File: config.mk
export PLATFORM = sky130hd
export DESIGN_NAME = gmii_frame_tx
export DESIGN_NICKNAME = d
export VERILOG_FILES = /design/src/rtl/gmii_frame_tx.sv
export SDC_FILE = /design/constraint.sdc
export NUM_CORES = 1
export LEC_CHECK = 0
export CAP_MARGIN = 0
export CORE_MARGIN = 2
export CORE_UTILIZATION = 55
export DETAILED_ROUTE_END_ITERATION = 6
export GPL_ROUTABILITY_DRIVEN = 0
export PLACE_DENSITY_LB_ADDON = 0.05
export SLEW_MARGIN = 40
export SYNTH_ARGS = -nofsm -noshare
export SYNTH_HDL_FRONTEND = slang
export SYNTH_SLANG_ARGS = --single-unit
File: constraint.sdc
create_clock -name gmii_tx_clk -period 2.56 [get_ports gmii_tx_clk]
set_clock_uncertainty 0.2 [all_clocks]
set_input_delay 0.512 -clock gmii_tx_clk [delete_from_list [all_inputs] [get_ports gmii_tx_clk]]
set_output_delay 0.512 -clock gmii_tx_clk [all_outputs]
set_load 0.03 [all_outputs]
File: src/rtl/gmii_frame_tx.sv
// gmii_frame_tx: MAC-side GMII transmit framer for 1000M byte-per-cycle operation.
// Wraps a valid/ready/last byte stream with preamble, SFD, zero padding up to
// MIN_LEN, an Ethernet CRC-32 FCS and an enforced inter-frame gap. Underruns and
// oversize frames are terminated with a deliberately wrong FCS so the link
// partner discards them.
module gmii_frame_tx #(
    parameter int MIN_LEN    = 60,
    parameter int MAX_LEN    = 1514,
    parameter int IFG_CYCLES = 12
) (
    input  logic       gmii_tx_clk,
    input  logic       rst_n,
    input  logic [7:0] in_data,
    input  logic       in_valid,
    input  logic       in_last,
    output logic       in_ready,
    output logic       gmii_tx_en,
    output logic [7:0] gmii_txd,
    output logic       tx_busy,
    output logic       frame_done,
    output logic       err_underrun,
    output logic       err_oversize
);

    localparam logic [15:0] MIN_LEN_W = 16'(MIN_LEN);
    localparam logic [15:0] MAX_LEN_W = 16'(MAX_LEN);
    localparam int          IFG_W     = (IFG_CYCLES > 1) ? $clog2(IFG_CYCLES) : 1;
    localparam logic [IFG_W-1:0] IFG_LAST = IFG_W'(IFG_CYCLES - 1);

    typedef enum logic [2:0] {
        ST_IDLE,
        ST_PRE,
        ST_SFD,
        ST_DATA,
        ST_PAD,
        ST_FCS,
        ST_DROP,
        ST_IFG
    } state_t;

    // Reflected Ethernet CRC-32 (poly 0x04C11DB7 reversed), one byte LSB-first.
    function automatic logic [31:0] crc32_upd(input logic [31:0] crc, input logic [7:0] d);
        logic [31:0] c;
        c = crc ^ {24'd0, d};
        for (int i = 0; i < 8; i++) begin
            if (c[0]) begin
                c = (c >> 1) ^ 32'hEDB8_8320;
            end else begin
                c = c >> 1;
            end
        end
        return c;
    endfunction

    // FCS byte idx (LSB first); a corrupt frame sends the raw register so the
    // receiver's check can never match.
    function automatic logic [7:0] fcs_byte(input logic [31:0] crc, input logic [1:0] idx,
                                            input logic corrupt);
        logic [31:0] v;
        logic [7:0]  b;
        v = corrupt ? crc : ~crc;
        case (idx)
            2'd0:    b = v[7:0];
            2'd1:    b = v[15:8];
            2'd2:    b = v[23:16];
            2'd3:    b = v[31:24];
            default: b = 8'h00;
        endcase
        return b;
    endfunction

    state_t           r_state;
    logic [31:0]      r_crc;
    logic [15:0]      r_cnt;
    logic [2:0]       r_pre_cnt;
    logic [1:0]       r_fcs_idx;
    logic             r_corrupt;
    logic             r_oversize;
    logic [IFG_W-1:0] r_ifg_cnt;
    logic             r_tx_en;
    logic [7:0]       r_txd;
    logic             r_done;
    logic             r_err_underrun;
    logic             r_err_oversize;

    logic [31:0] w_crc_data;
    logic [31:0] w_crc_pad;
    logic [15:0] w_cnt_inc;

    assign w_crc_data = crc32_upd(r_crc, in_data);
    assign w_crc_pad  = crc32_upd(r_crc, 8'h00);
    assign w_cnt_inc  = r_cnt + 16'd1;

    // Frame sequencer: state, CRC, byte counters and every registered output
    always_ff @(posedge gmii_tx_clk) begin
        if (!rst_n) begin
            r_state        <= ST_IDLE;
            r_crc          <= 32'hFFFF_FFFF;
            r_cnt          <= 16'd0;
            r_pre_cnt      <= 3'd0;
            r_fcs_idx      <= 2'd0;
            r_corrupt      <= 1'b0;
            r_oversize     <= 1'b0;
            r_ifg_cnt      <= '0;
            r_tx_en        <= 1'b0;
            r_txd          <= 8'h00;
            r_done         <= 1'b0;
            r_err_underrun <= 1'b0;
            r_err_oversize <= 1'b0;
        end else begin
            r_done         <= 1'b0;
            r_err_underrun <= 1'b0;
            r_err_oversize <= 1'b0;
            case (r_state)
                ST_IDLE: begin
                    if (in_valid) begin
                        r_state    <= ST_PRE;
                        r_crc      <= 32'hFFFF_FFFF;
                        r_cnt      <= 16'd0;
                        r_pre_cnt  <= 3'd1;
                        r_corrupt  <= 1'b0;
                        r_oversize <= 1'b0;
                        r_tx_en    <= 1'b1;
                        r_txd      <= 8'h55;
                    end else begin
                        r_tx_en <= 1'b0;
                        r_txd   <= 8'h00;
                    end
                end
                ST_PRE: begin
                    // First preamble byte was issued on leaving IDLE; six more here.
                    r_tx_en   <= 1'b1;
                    r_txd     <= 8'h55;
                    r_pre_cnt <= r_pre_cnt + 3'd1;
                    if (r_pre_cnt == 3'd6) begin
                        r_state <= ST_SFD;
                    end else begin
                        r_state <= ST_PRE;
                    end
                end
                ST_SFD: begin
                    r_tx_en <= 1'b1;
                    r_txd   <= 8'hD5;
                    r_state <= ST_DATA;
                end
                ST_DATA: begin
                    r_tx_en <= 1'b1;
                    if (in_valid) begin
                        r_txd <= in_data;
                        r_crc <= w_crc_data;
                        r_cnt <= w_cnt_inc;
                        if (in_last) begin
                            r_fcs_idx <= 2'd0;
                            r_state   <= (w_cnt_inc < MIN_LEN_W) ? ST_PAD : ST_FCS;
                        end else if (w_cnt_inc == MAX_LEN_W) begin
                            r_err_oversize <= 1'b1;
                            r_corrupt      <= 1'b1;
                            r_oversize     <= 1'b1;
                            r_fcs_idx      <= 2'd0;
                            r_state        <= ST_FCS;
                        end else begin
                            r_state <= ST_DATA;
                        end
                    end else begin
                        // Underrun: no data byte this cycle, FCS byte 0 follows directly.
                        r_err_underrun <= 1'b1;
                        r_corrupt      <= 1'b1;
                        r_txd          <= fcs_byte(r_crc, 2'd0, 1'b1);
                        r_fcs_idx      <= 2'd1;
                        r_state        <= ST_FCS;
                    end
                end
                ST_PAD: begin
                    r_tx_en <= 1'b1;
                    r_txd   <= 8'h00;
                    r_crc   <= w_crc_pad;
                    r_cnt   <= w_cnt_inc;
                    if (w_cnt_inc >= MIN_LEN_W) begin
                        r_fcs_idx <= 2'd0;
                        r_state   <= ST_FCS;
                    end else begin
                        r_state <= ST_PAD;
                    end
                end
                ST_FCS: begin
                    r_tx_en   <= 1'b1;
                    r_txd     <= fcs_byte(r_crc, r_fcs_idx, r_corrupt);
                    r_fcs_idx <= r_fcs_idx + 2'd1;
                    if (r_fcs_idx == 2'd3) begin
                        r_done    <= ~r_corrupt;
                        r_ifg_cnt <= '0;
                        r_state   <= r_oversize ? ST_DROP : ST_IFG;
                    end else begin
                        r_state <= ST_FCS;
                    end
                end
                ST_DROP: begin
                    // Swallow the rest of an oversize frame; the gap starts afterwards.
                    r_tx_en <= 1'b0;
                    r_txd   <= 8'h00;
                    if (in_valid && in_last) begin
                        r_ifg_cnt <= '0;
                        r_state   <= ST_IFG;
                    end else begin
                        r_state <= ST_DROP;
                    end
                end
                ST_IFG: begin
                    r_tx_en <= 1'b0;
                    r_txd   <= 8'h00;
                    if (r_ifg_cnt == IFG_LAST) begin
                        r_state <= ST_IDLE;
                    end else begin
                        r_ifg_cnt <= r_ifg_cnt + IFG_W'(1);
                        r_state   <= ST_IFG;
                    end
                end
                default: begin
                    r_state <= ST_IDLE;
                    r_tx_en <= 1'b0;
                    r_txd   <= 8'h00;
                end
            endcase
        end
    end

    assign in_ready     = (r_state == ST_DATA) || (r_state == ST_DROP);
    assign tx_busy      = (r_state != ST_IDLE);
    assign gmii_tx_en   = r_tx_en;
    assign gmii_txd     = r_txd;
    assign frame_done   = r_done;
    assign err_underrun = r_err_underrun;
    assign err_oversize = r_err_oversize;

endmodule

==> metrics.yaml <==
outcome:
  status: "finished, violations left"
  violations: "design-rule violations"
synth:
  synth-simple-area-share: 0.188
  synth_largest_area_cell: "dfxtp_1"
  netlist_area_um2: 5800
  synth_ff_type: "dfxtp_1"
  syn-num-nets: 759
  synth_warnings: 0
  synth.top_cell.area_share: 0.255
  postSynthCellCount: 738
  synth_top_family_by_area: "compound AO/OA/AOI/OAI gates"
  synth-adder-area-share: 0.0194
  ys_seq_area_frac: 0.255
  yosys_register_bits: 74
  synthArstFlopShare: 0
  syn_avg_cell_area_um2: 7.86
  synth.distinct_cells: 73
  synth-xor-area-share: 0.203
  synthTopCellsByArea: "dfxtp_1 26%, xnor2_1 12%, o21ai_0 5.4%"
  synth_compound_area_frac: 0.256
  synth-edff-count: 0
  synth.area.mux_share: 0.0123
timing:
  worst_pin_slew_ns: 0.745
  period_minus_slack_ns: 2.46
  grt_setup_unrepaired: "no"
  fmax_mhz: 407
  drv_slew: 0
  max-slew-margin-rel: 0.500
  finalCritPeriodShare: 0.960
  finalSetupViolCount: 0
  hold_viol_final: 0
min_path:
  hold_depth: 2
  worstHoldPathType: "reg -> reg"
  whs_endpoint: "r_ifg_cnt[1]$_SDFFE_PN0P_"
  worstHoldStart: "r_ifg_cnt[1]$_SDFFE_PN0P_"
routing:
  drc: 1
  vias_per_cell: 6.25
  ant_nets: 0
  routed_wl_um: 18300
  num_vias: 5925
  drtIter0Drc: 541
  wl_per_cell_um: 19.3
  dr.pass1.iters: 7
die:
  rows: 37
  die_w_um: 107
  die_h_um: 107
  core_area_um2: 10300
  io_pins: 26
  die_area_um2: 11400
  initial_utilization: 0.564
finish:
  area_growth_pct: 18.9
  utilization: 0.671
  drive_gt1_frac: 0.191
  fillers: 902
  antennaDiodeCount: 0
  nets: 828
  final_area_um2: 6890
setup_path:
  cp_data_required_time_ns: 2.61
  crit_fanout: 4
  cp-end-kind: "register"
  startpoint_type: "input pin"
  arrival_ns: 2.51
  r2r-end: "r_corrupt$_SDFFE_PN0P_"
  r2r-start: "r_cnt[7]$_SDFFE_PN0P_"
  r2r_cells: 8
  critPathKind: "in -> reg"
  regToRegSetupSlack_ns: 0.12
global_routing:
  overflow: 0
  grt_first_pass_wirelength_um: 29500
  antenna_found_initial: 0
  grt_pass1_vias: 5790
  grt_max_degree: 28
  grt_usage: 0.331
clock_network:
  clk_pin_slew_ns: 0.09
  cts-root-buf: "clkbuf_8"
  clock_latency_ns: 0.37
  cts_buffers: 9
  hold_buffers: 0
  cts_tree: "yes"
  cts_max_level: 3
  cts.sinks: 74
  cts_buffer_depth: 2
place:
  dpl-instance-area_um2: 6590
  placement.io_buffers: 25
  dp_hpwl_um: 13400
power_and_ir_drop:
  power_density_nw_per_um2: 452
  p_leak_nw: 2.58
  ir_drop_mv: 0.254
  post-layout-total-power_w: 0.00312
flow_run:
  cap_violations: 0
flip-flops by register name, summed over array words and instances, names as in the netlist:
signal        cells
r_crc            32
r_cnt            16
gmii_txd          8
r_ifg_cnt         4
r_pre_cnt         3
r_state           3
r_fcs_idx         2
err_oversize      1
err_underrun      1
frame_done        1
gmii_tx_en        1
r_corrupt         1
r_oversize        1
worst max path at each step:
stage | from | to | slack, ns | cells after the start
3_5_place_dp | in_data[1] | r_crc[23]$_SDFFE_PN1P_ | -0.27 | 8
5_1_grt | in_data[6] | r_crc[19]$_SDFFE_PN1P_ | 0.0009 | 8
4_1_cts | r_cnt[7]$_SDFFE_PN0P_ | r_fcs_idx[0]$_SDFFE_PN0P_ | 0.04 | 7
6_report | in_data[0] | r_crc[23]$_SDFFE_PN1P_ | 0.10 | 8
3_3_place_gp | in_data[1] | r_crc[23]$_SDFFE_PN1P_ | -0.23 | 8
2_1_floorplan | r_cnt[0]$_SDFFE_PN0P_ | r_fcs_idx[0]$_SDFFE_PN0P_ | 0.02 | 8
cell usage after synthesis (5+ instances only):
cell      instances
nor2b_1          15
o21a_1            9
a22oi_1           8
a221oi_1          7
clkbuf_1         40
a21boi_0          5
nand3_1          18
and3_1            7
a221o_1           9
o31ai_1           5
dfxtp_1          74
o21ai_0          63
o211ai_1         14
o221ai_1          5
a21oi_1          55
mux2i_1           6
xnor2_1          80
nand2_1          59
a211oi_1          7
buf_4             7
a222oi_1          5
o22ai_1          16
and2_1            8
nor3_1           13
nor2_1           69
ha_1              9
or2_2             5
inv_1            14
xor2_1           32
where the power goes:
group          switching [W]  internal (W)  total (W)
combinational       0.000490      0.000431   0.000920
sequential         0.0000501       0.00118    0.00123
clock               0.000465      0.000504   0.000969
total                0.00100       0.00211    0.00312
per-stage QoR:
step / worst slack (ns) / hold slack (ns) / cells / setup TNS, ns
finish: 0.102 / 0.297 / 948 / 0
CTS: 0.0377 / 0.298 / 947 / 0
global route: 0.000875 / 0.325 / 948 / 0
detailed placement: -0.271 / 0.288 / 930 / -3.26
floorplan: 0.0249 / 0.237 / 738 / 0
global placement: -0.234 / 0.259 / 930 / -2.44
layout by cell type, fill, tap and decap left out, types with 6 or more instances in the layout:
| cell type | instances |
|---|---|
| ha_1 | 6 |
| a221oi_1 | 7 |
| xnor2_1 | 77 |
| buf_4 | 92 |
| a22oi_1 | 8 |
| xnor2_2 | 7 |
| dfxtp_1 | 68 |
| a21oi_1 | 54 |
| and2_1 | 8 |
| nand3_1 | 18 |
| and3_1 | 7 |
| xor2_1 | 32 |
| clkdlybuf4s50_1 | 22 |
| o21ai_0 | 63 |
| inv_1 | 14 |
| a211oi_1 | 7 |
| mux2i_1 | 6 |
| a221o_1 | 9 |
| nor2_1 | 68 |
| nand2_1 | 58 |
| clkbuf_8 | 11 |
| nor3_1 | 13 |
| o21a_1 | 9 |
| o22ai_1 | 16 |
| o211ai_1 | 14 |
| nor2b_1 | 14 |
layout make-up:
class / count / area [um2] / area share
Clock buffer: 14 / 163 / 0.0236
Clock inverter: 2 / 35.0 / 0.00508
Inverter: 15 / 56.3 / 0.00817
Multi-Input combinational cell: 589 / 4020 / 0.583
Sequential cell: 74 / 1500 / 0.217
Tap cell: 136 / 170 / 0.0247
Timing Repair Buffer: 118 / 956 / 0.139
layer usage:
metal / part of all wire / vias to the layer above / GRT usage
met4: 0.061 / 0 / 0.206
met3: 0.071 / 88 / 0.0505
met5: 0 / - / 0
met2: 0.47 / 268 / 0.547
met1: 0.40 / 2821 / 0.402
li1: - / 2748 / -
logic make-up after synthesis:
family          Yosys count
fa+ha+maj                 9
mux                       7
simple gates            224
compound gates          227
flops                    74
xor+xnor                122
buf+inv                  75
timing repair:
item,CTS,global route
gates resized for setup,17,8
setup buffers,2,1
endpoints found under the hold margin,0,0
cloned,0,0
endpoints found under the setup margin,5,9
pin swaps,10,3
worst max-delay path, stage by stage:
cell	delay, ns
clkdlybuf4s50_1	0.62
xnor2_1	0.19
xnor3_1	0.29
xor2_1	0.17
xnor2_1	0.16
a221o_1	0.38
nor2_1	0.12
a211oi_1	0.07
No activity file was read; power rests on OpenSTA's default activity.
